$ cat src/rtl/clock_divider_monitor.sv
// clock_divider_monitor
//   Receive-side checker for a divided clock (e.g. the FIFO sys_clk). The
//   divided clock is sampled in the fast clk domain. The monitor counts clk
//   cycles between successive toggles, rising or falling, which gives the
//   divide ratio. It declares lock after LOCK_COUNT consecutive identical
//   intervals, and flags slips and timeouts.
//
// Ports
//   clk          in   fast reference clock (also drives the divider)
//   reset        in   synchronous, active-high reset
//   div_clk_in   in   divided clock under test, synchronous to clk
//   expected_div in   [8:0] programmed divide ratio
//   clr_err      in   one-cycle pulse, clears the sticky error flags
//   meas_div     out  [8:0] last measured interval in clk cycles
//   meas_valid   out  one-cycle pulse when meas_div updates
//   locked       out  LOCK_COUNT consecutive equal intervals seen
//   div_match    out  locked and meas_div == expected_div
//   slip_err     out  sticky: interval changed while locked
//   timeout_err  out  sticky: no toggle for TIMEOUT cycles while measuring
module clock_divider_monitor #(
    parameter int LOCK_COUNT = 4,    // 2..15
    parameter int TIMEOUT    = 511   // max 511
) (
    input  logic       clk,
    input  logic       reset,
    input  logic       div_clk_in,
    input  logic [8:0] expected_div,
    input  logic       clr_err,
    output logic [8:0] meas_div,
    output logic       meas_valid,
    output logic       locked,
    output logic       div_match,
    output logic       slip_err,
    output logic       timeout_err
);

    localparam logic [3:0] LC = LOCK_COUNT[3:0];
    localparam logic [8:0] TO = TIMEOUT[8:0];

    typedef enum logic [1:0] {SEARCH, MEASURE, LOCKED} state_t;

    state_t     state_q, state_d;
    logic       prev_q;
    logic [8:0] cnt_q, cnt_d;
    logic [3:0] run_q, run_d;
    logic [8:0] meas_div_q, meas_div_d;
    logic       meas_valid_q, meas_valid_d;
    logic       locked_q, locked_d;
    logic       div_match_q, div_match_d;
    logic       slip_q, slip_d;
    logic       tout_q, tout_d;

    logic       tog;
    logic       same;
    logic       slip_set;
    logic       tout_set;

    // prev resets to 1, the divider's reset level of its output.
    assign tog  = div_clk_in ^ prev_q;
    assign same = (cnt_q == meas_div_q);

    always_comb begin
        state_d      = state_q;
        run_d        = run_q;
        meas_div_d   = meas_div_q;
        meas_valid_d = 1'b0;
        locked_d     = locked_q;
        slip_set     = 1'b0;
        tout_set     = 1'b0;

        // cnt equals the toggle period in the cycle where the next toggle is seen.
        if (tog) begin
            cnt_d = 9'd1;
        end else if (cnt_q >= TO) begin
            cnt_d = TO;
        end else begin
            cnt_d = cnt_q + 9'd1;
        end

        case (state_q)
            SEARCH: begin
                // The first interval is partial, so only arm the measurement.
                if (tog) begin
                    state_d = MEASURE;
                end
            end
            MEASURE, LOCKED: begin
                if (tog) begin
                    meas_div_d   = cnt_q;
                    meas_valid_d = 1'b1;
                    if (state_q == LOCKED && !same) begin
                        slip_set = 1'b1;
                        locked_d = 1'b0;
                        run_d    = 4'd1;
                        state_d  = MEASURE;
                    end else begin
                        // run == 0 means meas_div is stale (reset or timeout).
                        if (same && run_q != 4'd0) begin
                            run_d = (run_q >= LC) ? LC : run_q + 4'd1;
                        end else begin
                            run_d = 4'd1;
                        end
                        locked_d = (run_d == LC);
                        state_d  = locked_d ? LOCKED : MEASURE;
                    end
                end else if (cnt_q == TO) begin
                    tout_set = 1'b1;
                    locked_d = 1'b0;
                    run_d    = 4'd0;
                    state_d  = SEARCH;
                end
            end
            default: begin
                state_d = SEARCH;
            end
        endcase

        // A set event wins over a coincident clear.
        slip_d = slip_set | (slip_q & ~clr_err);
        tout_d = tout_set | (tout_q & ~clr_err);

        // Use next-state values so div_match changes in the same cycle as locked.
        div_match_d = locked_d && (meas_div_d == expected_div);
    end

    always_ff @(posedge clk) begin
        if (reset) begin
            state_q      <= SEARCH;
            prev_q       <= 1'b1;
            cnt_q        <= 9'd0;
            run_q        <= 4'd0;
            meas_div_q   <= 9'd0;
            meas_valid_q <= 1'b0;
            locked_q     <= 1'b0;
            div_match_q  <= 1'b0;
            slip_q       <= 1'b0;
            tout_q       <= 1'b0;
        end else begin
            state_q      <= state_d;
            prev_q       <= div_clk_in;
            cnt_q        <= cnt_d;
            run_q        <= run_d;
            meas_div_q   <= meas_div_d;
            meas_valid_q <= meas_valid_d;
            locked_q     <= locked_d;
            div_match_q  <= div_match_d;
            slip_q       <= slip_d;
            tout_q       <= tout_d;
        end
    end

    assign meas_div    = meas_div_q;
    assign meas_valid  = meas_valid_q;
    assign locked      = locked_q;
    assign div_match   = div_match_q;
    assign slip_err    = slip_q;
    assign timeout_err = tout_q;

endmodule

$ cat config.mk
export PLATFORM = sky130hd
export DESIGN_NAME = clock_divider_monitor
export DESIGN_NICKNAME = d
export VERILOG_FILES = /design/src/rtl/clock_divider_monitor.sv
export SDC_FILE = /design/constraint.sdc
export NUM_CORES = 1
export LEC_CHECK = 0
export ABC_AREA = 0
export BUFFER_PORTS_ARGS = -buffer_cell sky130_fd_sc_hd__buf_2
export CORE_MARGIN = 2
export CORE_UTILIZATION = 55
export CTS_CLUSTER_SIZE = 14
export DETAILED_ROUTE_END_ITERATION = 8
export GPL_TIMING_DRIVEN = 0
export PLACE_DENSITY = 0.78
export REMOVE_ABC_BUFFERS = 1
export SYNTH_ARGS = -nofsm -noshare
export SYNTH_HDL_FRONTEND = slang
export SYNTH_SLANG_ARGS = --single-unit
$ cat constraint.sdc
create_clock -name clk -period 2.75 [get_ports clk]
set_input_delay 0.275 -clock clk [delete_from_list [all_inputs] [get_ports clk]]
set_output_delay 0.275 -clock clk [all_outputs]
set_load 0.02 [all_outputs]
==> results by group, run 1 <==
Outcome
  • Outcome: complete, no violations

Logic synthesis
  • Post-Syn Instances: 179
  • Avg Inst Size Synth: 9.00 sq um
  • Top-count cell post-synth: dfxtp_1
  • Synth top area share: 37.3%
  • EDFF count, synth: 0
  • Synth Register Bits: 30
  • Sequential share of the synthesized area: 37.3%
  • Yosys Warn Count: 0
  • Synth unique cells: 42
  • Yosys top cell by area: dfxtp_1
  • Synth cell count leaders: 30 x dfxtp_1, 20 x xor2_1, 18 x nand2_1
  • Top FF cell, synth: dfxtp_1
  • Largest cells by area after synthesis: dfxtp_1 37%, xor2_1 11%, xnor2_1 6.0%
  • Cell Area, Synth: 1610 sq um
  • Ys async rst share: 0%

Routing
  • Routed wire length: 3370 microns
  • Initial DRC count: 32
  • DR top layer: met4
  • Routed Antenna Nets: 0
  • Routed WL per cell: 14.5 microns
  • Wire length on met1: 1470 microns
  • WL met2: 1680 microns
  • DRC viols: 0
  • Via density: 5.66
  • DRT Pass-1 Iters: 4
  • Met3 wire len: 139 microns
  • Vias: 1318

Worst hold path
  • WHS Endpoint: prev_q$_SDFF_PP1_
  • Hold Path Depth: 2
  • Worst hold path type: primary input to register
  • Hold path startpoint: div_clk_in

Timing
  • F_max: 0.464 GHz
  • Slew @ Worst Pin: 0.531 ns
  • RSZ-0062 raised after global routing: no
  • Max-slew headroom: 64.5%
  • Period minus WS final: 2.15 ns
  • Slew Viols, Final: 0
  • Fin. Hold Viols: 0
  • Skew final: 0.00618 ns
  • Period utilisation layout: 78.3%
  • Setup Viol. Count Final: 0
  • Setup TNS: 0 ns

Critical path
  • Crit Path Class: register to register
  • Worst reg2reg setup slack: 0.60 ns
  • Most used cell, CP: and3_1
  • Reg2reg start: cnt_q[2]$_SDFF_PP0_
  • Critical path data required time: 3.03 ns
  • Slowest CP cell: dfxtp_1
  • Critical-path cell list: and4_2, and3_1, and2_1, ha_1, o21a_1, nor2_1, o2bb2ai_2, and3_1
  • Critical Path End Type: register
  • Path depth of the worst reg2reg path: 8
  • Startpoint Class: register
  • Reg2reg end: div_match$_SDFF_PP0_
  • Arr. time, crit path: 2.43 ns
  • Max FO, Critical Path: 7
  • Delay of the slowest critical-path stage: 0.40 ns

Power
  • Static Leakage: 0.796 nW
  • PwrDens: 475 nW/um^2
  • Max IR drop VDD: 0.368 mV

Clocking
  • CTS tree: yes
  • Hold-fix buffers, CTS: 0
  • Clock sink count: 30
  • Clk buf depth: 2
  • Worst-Skew Late Latency: 0.33 ns
  • Clock Pin Slew Worst Setup and Hold Paths: 0.09 ns
  • Post_cts resized: 0
  • H-tree Lvls: 2
  • Post-CTS Repair Setup Buffers: 0
  • Total CTS buffers: 5
  • Root buf cell: clkbuf_4

Floorplanning
  • DIE AREA: 3380 sq um
  • DIE WIDTH: 58.1 microns
  • Core footprint: 2760 sq um
  • Io pins: 27
  • Cell Rows: 19
  • Starting Density: 58.4%
  • Die Ht: 58.1 microns

GRT
  • Initial antenna violation count: 0
  • Grt ovf: 0
  • GRT Util Overall: 22.1%
  • Vias in the first global route: 1328
  • First-pass GRT wire length: 5630 microns
  • Largest net degree at the start of global routing: 23

Place
  • Buffers added on ports: 26
  • Post-DP HPWL: 2560 microns
  • Post-DP Area: 1720 sq um
  • Gp weighted congestion: 0.839

Finish
  • Layout filler cell count: 247
  • ANT cells: 0
  • # nets final: 221
  • Final Cell Area: 1780 sq um
  • Area Overhead vs Synth: 10.7%
  • Share of layout cells above drive strength 1: 20.8%

Run
  • Max-cap violations: 0
## worst max-delay path, delay by kind of cell, from the launching register on
kind,cells,cell delay [ns]
AND/OR/NAND/NOR,5,1.11
flip-flops,1,0.40
AO/OA/AOI/OAI,2,0.35
adder cells (fa/ha/maj),1,0.23
## through the flow
stage | power (mW) | setup WS (ns) | cells | utilization [%] | hold WS [ns]
floorplan | 0.542 | 0.868 | 168 | - | 0.344
global placement | 0.578 | 0.657 | 225 | 62.5 | 0.449
detailed placement | 0.584 | 0.621 | 225 | 62.5 | 0.466
CTS | 0.854 | 0.591 | 233 | 64.7 | 0.177
global route | 0.888 | 0.463 | 233 | 64.7 | 0.174
finish | 0.846 | 0.596 | 233 | 64.7 | 0.183
## power by group
group          total [mW]  internal (mW)  switching [mW]
Sequential          0.457          0.444          0.0125
Combinational       0.117         0.0451          0.0723
Clock               0.272          0.124           0.148
Total               0.846          0.613           0.233
## worst max-delay path by stage
stage / to / start / cells past startpoint
after floorplan: div_match$_SDFF_PP0_ / cnt_q[2]$_SDFF_PP0_ / 8
after global placement: div_match$_SDFF_PP0_ / cnt_q[2]$_SDFF_PP0_ / 8
after detailed placement: div_match$_SDFF_PP0_ / cnt_q[2]$_SDFF_PP0_ / 8
after CTS: div_match$_SDFF_PP0_ / cnt_q[2]$_SDFF_PP0_ / 8
after global routing: div_match$_SDFF_PP0_ / cnt_q[2]$_SDFF_PP0_ / 8
final: div_match$_SDFF_PP0_ / cnt_q[2]$_SDFF_PP0_ / 8
## layer usage
metal  up-vias  track usage (%)
li1        659                -
met1       624             25.6
met2        23             36.4
met3        12             6.03
met4         0             13.0
met5         -                0
## state kept, by name, summed over array words and instances, names as in the netlist
register and flops:
cnt_q 9, meas_div 9, run_q 4, state_q 2
div_match 1, locked 1, meas_valid 1, prev_q 1
slip_err 1, timeout_err 1
## kinds of logic (layout without fill, tap and decap cells)
| family | Yosys count | count (layout) | share of synthesized area [%] |
|---|---|---|---|
| and+or+nand+nor | 54 | 54 | 18.5 |
| AOI/OAI and AO/OA | 35 | 35 | 15.1 |
| xor gates and xnor gates | 31 | 31 | 16.9 |
| DFF | 30 | 30 | 37.3 |
| buffers and inverters | 20 | 43 | 5.59 |
| adders and majority gates | 7 | 7 | 5.44 |
| muxes | 2 | 2 | 1.24 |
## layout by cell type (no fill, tap or decap), types with 2 or more instances in the layout
master and count:
a221oi_1 2, ha_1 7, nand3_1 2, nand2b_1 2, nor2b_1 2, nand2_1 18
o21ai_0 2, o31ai_1 2, nor2_1 8, and3_1 3, and2b_2 2, clkbuf_4 5
xor2_1 20, a21oi_1 16, a32oi_1 2, dfxtp_1 30, buf_2 26, nand4_1 4
nand3b_1 3, xnor2_1 11, o211ai_1 2, mux2i_1 2, and2_1 3, inv_1 9
## final cells by class
cell class / count / area [sq um] / share of cell area (%)
sequential: 30 / 601 / 33.7
tap: 31 / 38.8 / 2.18
clock buffer: 7 / 55.1 / 3.09
timing repair buffer: 26 / 130 / 7.30
multi-input combinational: 129 / 920 / 51.6
clock inverter: 1 / 5.00 / 0.281
inverter: 9 / 33.8 / 1.89
Power figures use the tool's default switching activity.
==> run 2, diff against run 1 <==
==> constraint.sdc (replaced) <==
create_clock -name clk -period 2.2 [get_ports clk]
set_input_delay 0.22 -clock clk [delete_from_list [all_inputs] [get_ports clk]]
set_output_delay 0.22 -clock clk [all_outputs]
set_load 0.02 [all_outputs]
==> results by group, run 2 (same netlist as run 1, synthesis figures left out) <==
GRT
  • Vias in the first global route: 1328 (unchanged)
  • Initial antenna violation count: 0 (unchanged)
  • Largest net degree at the start of global routing: 23 (unchanged)
  • Grt ovf: 0 (unchanged)
  • First-pass GRT wire length: 5630 microns (unchanged)
  • GRT Util Overall: 22.1% (unchanged)

Routing
  • Routed Antenna Nets: 0 (unchanged)
  • Via density: 5.63 (was 5.66)
  • Routed WL per cell: 14.5 microns (about the same)
  • Routed wire length: 3390 microns (was 3370 microns)
  • Initial DRC count: 32 (unchanged)
  • DRT Pass-1 Iters: 6 (was 4)
  • Vias: 1312 (was 1318)
  • DRC viols: 0 (unchanged)

Finish
  • ANT cells: 0 (unchanged)
  • Area Overhead vs Synth: 10.9% (was 10.7%)
  • Most used cells in the layout excluding fill and tap cells: 30 x dfxtp_1, 26 x buf_2, 20 x xor2_1 (unchanged)
  • Final Cell Area: 1790 sq um (was 1780 sq um)
  • Share of layout cells above drive strength 1: 21.3% (was 20.8%)
  • Finished Layout Cells: 233 (unchanged)
  • # nets final: 221 (unchanged)
  • Layout Utilization: 64.7% (about the same)
  • Most common cell after layout, fill and taps aside: dfxtp_1 (unchanged)

Critical path
  • Max FO, Critical Path: 7 (unchanged)
  • Crit Path Class: register to register (unchanged)
  • Critical-path cell list: and4_2, and3_1, and2_1, ha_1, o21a_1, nor2_2, o2bb2ai_2, and3_1 (was and4_2, and3_1, and2_1, ha_1, o21a_1, nor2_1, o2bb2ai_2, and3_1)
  • Arr. time, crit path: 2.33 ns (was 2.43 ns)
  • Critical path data required time: 2.48 ns (was 3.03 ns)
  • Critical Path End Type: register (unchanged)
  • Delay of the slowest critical-path stage: 0.40 ns (about the same)
  • Slowest CP cell: dfxtp_1 (unchanged)
  • Startpoint Class: register (unchanged)
  • Most used cell, CP: and3_1 (unchanged)

Outcome
  • Outcome: complete, no violations (unchanged)

Clocking
  • Hold-fix buffers, CTS: 0 (unchanged)
  • Clk buf depth: 2 (unchanged)
  • Post-CTS Repair Setup Buffers: 0 (unchanged)
  • Clock Pin Slew Worst Setup and Hold Paths: 0.09 ns (about the same)
  • Clock sink count: 30 (unchanged)
  • CTS tree: yes (unchanged)
  • Post_cts resized: 0 (unchanged)
  • Worst-Skew Late Latency: 0.33 ns (about the same)
  • Total CTS buffers: 5 (unchanged)
  • Root buf cell: clkbuf_4 (unchanged)
  • H-tree Lvls: 2 (unchanged)

Floorplanning
  • DIE WIDTH: 58.1 microns (unchanged)
  • Io pins: 27 (unchanged)
  • DIE AREA: 3380 sq um (unchanged)
  • Starting Density: 58.4% (unchanged)
  • Core footprint: 2760 sq um (unchanged)
  • Die Ht: 58.1 microns (unchanged)
  • Cell Rows: 19 (unchanged)

Place
  • Buffers added on ports: 26 (unchanged)
  • Post-DP Area: 1720 sq um (unchanged)
  • Post-DP HPWL: 2560 microns (unchanged)
  • Gp weighted congestion: 0.839 (unchanged)
  • Setup slack at placement: 0.0706 ns (was 0.621 ns)
  • Placed instance count: 225 (unchanged)

Timing
  • Slew Viols, Final: 0 (unchanged)
  • Period minus WS final: 2.06 ns (was 2.15 ns)
  • Period utilisation layout: 93.5% (was 78.3%)
  • Worst setup slack after layout: 0.143 ns (was 0.596 ns)
  • Skew final: 0.00573 ns (was 0.00618 ns)
  • F_max: 0.486 GHz (was 0.464 GHz)
  • Max-slew headroom: 64.5% (about the same)
  • RSZ-0062 raised after global routing: no (unchanged)
  • Setup Viol. Count Final: 0 (unchanged)
  • Fin. Hold Viols: 0 (unchanged)
  • Setup TNS: 0 ns (unchanged)
  • Hold slack: 0.128 ns (was 0.183 ns)
  • Slew @ Worst Pin: 0.532 ns (was 0.531 ns)

Power
  • Max IR drop VDD: 0.462 mV (was 0.368 mV)
  • Net Sw Frac: 27.7% (was 27.6%)
  • Share of power burned in registers: 53.9% (was 54.0%)
  • Gate power share: 14.0% (was 13.9%)
  • Int Power: 767 uW (was 613 uW)
  • PwrDens: 593 nW/um^2 (was 475 nW/um^2)
  • Sw power: 293 uW (was 233 uW)
  • Static Leakage: 0.796 nW (about the same)
  • Power after layout: 1.06 mW (was 846 uW)
  • Clock power frac: 32.2% (about the same)

Worst hold path
  • Worst hold path type: primary input to register (unchanged)

Run
  • Max-cap violations: 0 (unchanged)
-- run 2: cell counts in the layout (fill, tap and decap cells not counted) --
No cell type changed its count.
-- run 2: worst paths after layout --
| check | startpoint | to | slack [ns] | cells after the start |
|---|---|---|---|---|
| max | cnt_q[2]$_SDFF_PP0_ | div_match$_SDFF_PP0_ | 0.14 | 8 |
| min | div_clk_in | prev_q$_SDFF_PP1_ | 0.13 | 2 |
| max reg2reg | cnt_q[2]$_SDFF_PP0_ | div_match$_SDFF_PP0_ | 0.14 | 8 |
| min reg2reg | run_q[3]$_SDFFE_PP0P_ | run_q[3]$_SDFFE_PP0P_ | 0.48 | 1 |
-- run 2: critical path, delay by kind of cell, from the launching register on --
kind	cells	cell delay [ns]
AO/OA/AOI/OAI	2	0.35
adder cells (fa/ha/maj)	1	0.23
AND/OR/NAND/NOR	5	1.02
flip-flops	1	0.40
-- run 2: cell type report --
cell class	count	area [sq um]
clock buffers	7	55.1
clock inverters	1	5.00
fillers	247	972
inverters	9	33.8
multi-input cells	129	922
flip-flops and latches	30	601
well taps	31	38.8
repair buffers	26	130
-- run 2: power by group through the flow --
stage                     clock [mW]  sequential (mW)  combinational (mW)
after floorplan                    0            0.583              0.0941
after global placement             0            0.583               0.140
after detailed placement           0            0.584               0.146
after CTS                      0.349            0.571               0.147
after global routing           0.373            0.573               0.164
final                          0.341            0.571               0.148
-- run 2: metal layers --
metal / wire length, microns / vias up / global-route usage (%)
met5: 0 / - / 0
met4: 82 / 0 / 13.0
met3: 110 / 12 / 6.03
met2: 1680 / 20 / 36.4
met1: 1510 / 623 / 25.6
li1: - / 657 / -
==> run 3, diff against run 2 <==
--- a/config.mk
+++ b/config.mk
@@ -13,6 +13,7 @@
 export DETAILED_ROUTE_END_ITERATION = 8
 export GPL_TIMING_DRIVEN = 0
 export PLACE_DENSITY = 0.78
+export RECOVER_POWER = 50
 export REMOVE_ABC_BUFFERS = 1
 export SYNTH_ARGS = -nofsm -noshare
 export SYNTH_HDL_FRONTEND = slang
==> results by group, run 3 (same netlist as run 1, synthesis figures left out) <==
Run
  • Max-cap violations: 0 (unchanged)

Timing
  • RSZ-0062 raised after global routing: no (unchanged)
  • Period utilisation layout: 93.8% (was 93.5%)
  • Setup TNS: 0 ns (unchanged)
  • Max-slew headroom: 35.6% (was 64.5%)
  • F_max: 0.485 GHz (was 0.486 GHz)
  • Setup Viol. Count Final: 0 (unchanged)
  • Slew Viols, Final: 0 (unchanged)
  • Skew final: 0.00663 ns (was 0.00573 ns)
  • Slew @ Worst Pin: 0.965 ns (was 0.532 ns)
  • Period minus WS final: 2.06 ns (about the same)
  • Fin. Hold Viols: 0 (unchanged)

Power
  • Max IR drop VDD: 0.462 mV (about the same)
  • Share of power burned in registers: 54.0% (was 53.9%)
  • Static Leakage: 0.732 nW (was 0.796 nW)
  • Int Power: 766 uW (was 767 uW)
  • Clock power frac: 32.1% (was 32.2%)
  • Sw power: 292 uW (was 293 uW)
  • Gate power share: 13.9% (was 14.0%)
  • PwrDens: 599 nW/um^2 (was 593 nW/um^2)
  • Net Sw Frac: 27.6% (was 27.7%)

Place
  • Gp weighted congestion: 0.839 (unchanged)
  • Post-DP Area: 1720 sq um (unchanged)
  • Buffers added on ports: 26 (unchanged)
  • Post-DP HPWL: 2560 microns (unchanged)

Floorplanning
  • DIE AREA: 3380 sq um (unchanged)
  • Core footprint: 2760 sq um (unchanged)
  • DIE WIDTH: 58.1 microns (unchanged)
  • Starting Density: 58.4% (unchanged)
  • Die Ht: 58.1 microns (unchanged)
  • Cell Rows: 19 (unchanged)
  • Io pins: 27 (unchanged)

Critical path
  • Slowest CP cell: dfxtp_1 (unchanged)
  • Reg2reg start: cnt_q[2]$_SDFF_PP0_ (unchanged)
  • Most used cell, CP: and3_1 (unchanged)
  • Worst reg2reg setup slack: 0.14 ns (about the same)
  • Max FO, Critical Path: 7 (unchanged)
  • Critical-path cell list: and4_2, and3_1, and2_1, ha_1, o21a_1, nor2_2, o2bb2ai_2, and3_1 (unchanged)
  • Reg2reg end: div_match$_SDFF_PP0_ (unchanged)
  • CP endpoint: div_match$_SDFF_PP0_ (unchanged)
  • Delay of the slowest critical-path stage: 0.40 ns (about the same)
  • Crit Path Class: register to register (unchanged)
  • Arr. time, crit path: 2.34 ns (was 2.33 ns)
  • Path depth of the worst reg2reg path: 8 (unchanged)
  • Critical path data required time: 2.48 ns (about the same)
  • Crit path from: cnt_q[2]$_SDFF_PP0_ (unchanged)
  • Critical Path End Type: register (unchanged)
  • Startpoint Class: register (unchanged)

Outcome
  • Outcome: complete, no violations (unchanged)

Clocking
  • Hold-fix buffers, CTS: 0 (unchanged)
  • Clock sink count: 30 (unchanged)
  • CTS tree: yes (unchanged)
  • Total CTS buffers: 5 (unchanged)
  • Clk buf depth: 2 (unchanged)
  • H-tree Lvls: 2 (unchanged)
  • Root buf cell: clkbuf_4 (unchanged)
  • Clock Pin Slew Worst Setup and Hold Paths: 0.09 ns (about the same)
  • Post-CTS Repair Setup Buffers: 0 (unchanged)
  • Worst-Skew Late Latency: 0.33 ns (about the same)

Routing
  • Vias: 1320 (was 1312)
  • Routed wire length: 3400 microns (was 3390 microns)
  • Routed WL per cell: 14.6 microns (was 14.5 microns)
  • DRC viols: 0 (unchanged)
  • DRT Pass-1 Iters: 4 (was 6)
  • Routed Antenna Nets: 0 (unchanged)
  • Initial DRC count: 32 (unchanged)
  • Via density: 5.67 (was 5.63)

GRT
  • GRT Util Overall: 22.1% (unchanged)
  • Vias in the first global route: 1328 (unchanged)
  • First-pass GRT wire length: 5630 microns (unchanged)
  • Largest net degree at the start of global routing: 23 (unchanged)
  • Grt ovf: 0 (unchanged)
  • Initial antenna violation count: 0 (unchanged)

Finish
  • Most common cell after layout, fill and taps aside: dfxtp_1 (unchanged)
  • Area Overhead vs Synth: 9.71% (was 10.9%)
  • Share of layout cells above drive strength 1: 13.9% (was 21.3%)
  • Most used cells in the layout excluding fill and tap cells: 30 x dfxtp_1, 20 x xor2_1, 18 x nand2_1 (was 30 x dfxtp_1, 26 x buf_2, 20 x xor2_1)
  • Multi-input gate area: 922 sq um (unchanged)
  • # nets final: 221 (unchanged)
  • ANT cells: 0 (unchanged)
  • Layout filler cell count: 251 (was 247)
  • Reg area: 601 sq um (unchanged)
  • Final Cell Area: 1770 sq um (was 1790 sq um)

Worst hold path
  • Worst hold path type: primary input to register (unchanged)
run 3: cell types whose count changed in the layout (fill, tap and decap cells not counted):
cell and change:
clkbuf_1 +15, buf_2 -15
run 3: area by class of cell:
class,instances,area share [%]
Clock buffer,7,3.12
Clock inverter,1,0.283
Inverter,9,1.91
Multi-Input combinational cell,129,52.2
Sequential cell,30,34.0
Tap cell,31,2.20
Timing Repair Buffer,26,6.30
run 3: power by group through the flow:
| stage | Clock, mW | Combinational (mW) | Sequential [mW] |
|---|---|---|---|
| final | 0.340 | 0.147 | 0.571 |
| after global routing | 0.373 | 0.163 | 0.573 |
| after CTS | 0.349 | 0.147 | 0.571 |
| after detailed placement | 0 | 0.146 | 0.584 |
| after global placement | 0 | 0.140 | 0.583 |
| after floorplan | 0 | 0.0941 | 0.583 |
run 3: worst max-delay path, delay by kind of cell, from the launching register on:
| family | cells | cell delay (ns) |
|---|---|---|
| and+or+nand+nor | 5 | 1.02 |
| DFF | 1 | 0.40 |
| AOI/OAI and AO/OA | 2 | 0.36 |
| adders and majority gates | 1 | 0.23 |
run 3: through the flow:
step,utilization [%],power [mW],std cells,setup WS [ns],hold WS (ns)
floorplan,-,0.677,168,0.318,0.289
global route,64.1,1.11,233,0.0220,0.119
detailed placement,62.5,0.730,225,0.0706,0.466
CTS,64.7,1.07,233,0.0407,0.122
global placement,62.5,0.723,225,0.107,0.449
finish,64.1,1.06,233,0.136,0.129
run 3: how the worst min path moves through the flow:
| stage | from | to | slack, ns | cells past startpoint |
|---|---|---|---|---|
| finish | div_clk_in | prev_q$_SDFF_PP1_ | 0.13 | 2 |
| global route | div_clk_in | prev_q$_SDFF_PP1_ | 0.12 | 2 |
| CTS | div_clk_in | prev_q$_SDFF_PP1_ | 0.12 | 2 |
| detailed placement | run_q[3]$_SDFFE_PP0P_ | run_q[3]$_SDFFE_PP0P_ | 0.47 | 1 |
| global placement | run_q[3]$_SDFFE_PP0P_ | run_q[3]$_SDFFE_PP0P_ | 0.45 | 1 |
| floorplan | reset | meas_div[1]$_SDFF_PP0_ | 0.29 | 1 |
run 3: timing repair:
item,CTS,global route
setup endpoints to repair,0,1
endpoints found under the hold margin,0,0
resized for setup,0,1
run 3: metal layers:
| metal | vias to the layer above | share of wire (%) | GRT usage [%] |
|---|---|---|---|
| li1 | 655 | - | - |
| met1 | 633 | 45 | 25.6 |
| met2 | 20 | 50 | 36.4 |
| met3 | 12 | 3.4 | 6.03 |
| met4 | 0 | 2.4 | 13.0 |
| met5 | - | 0 | 0 |
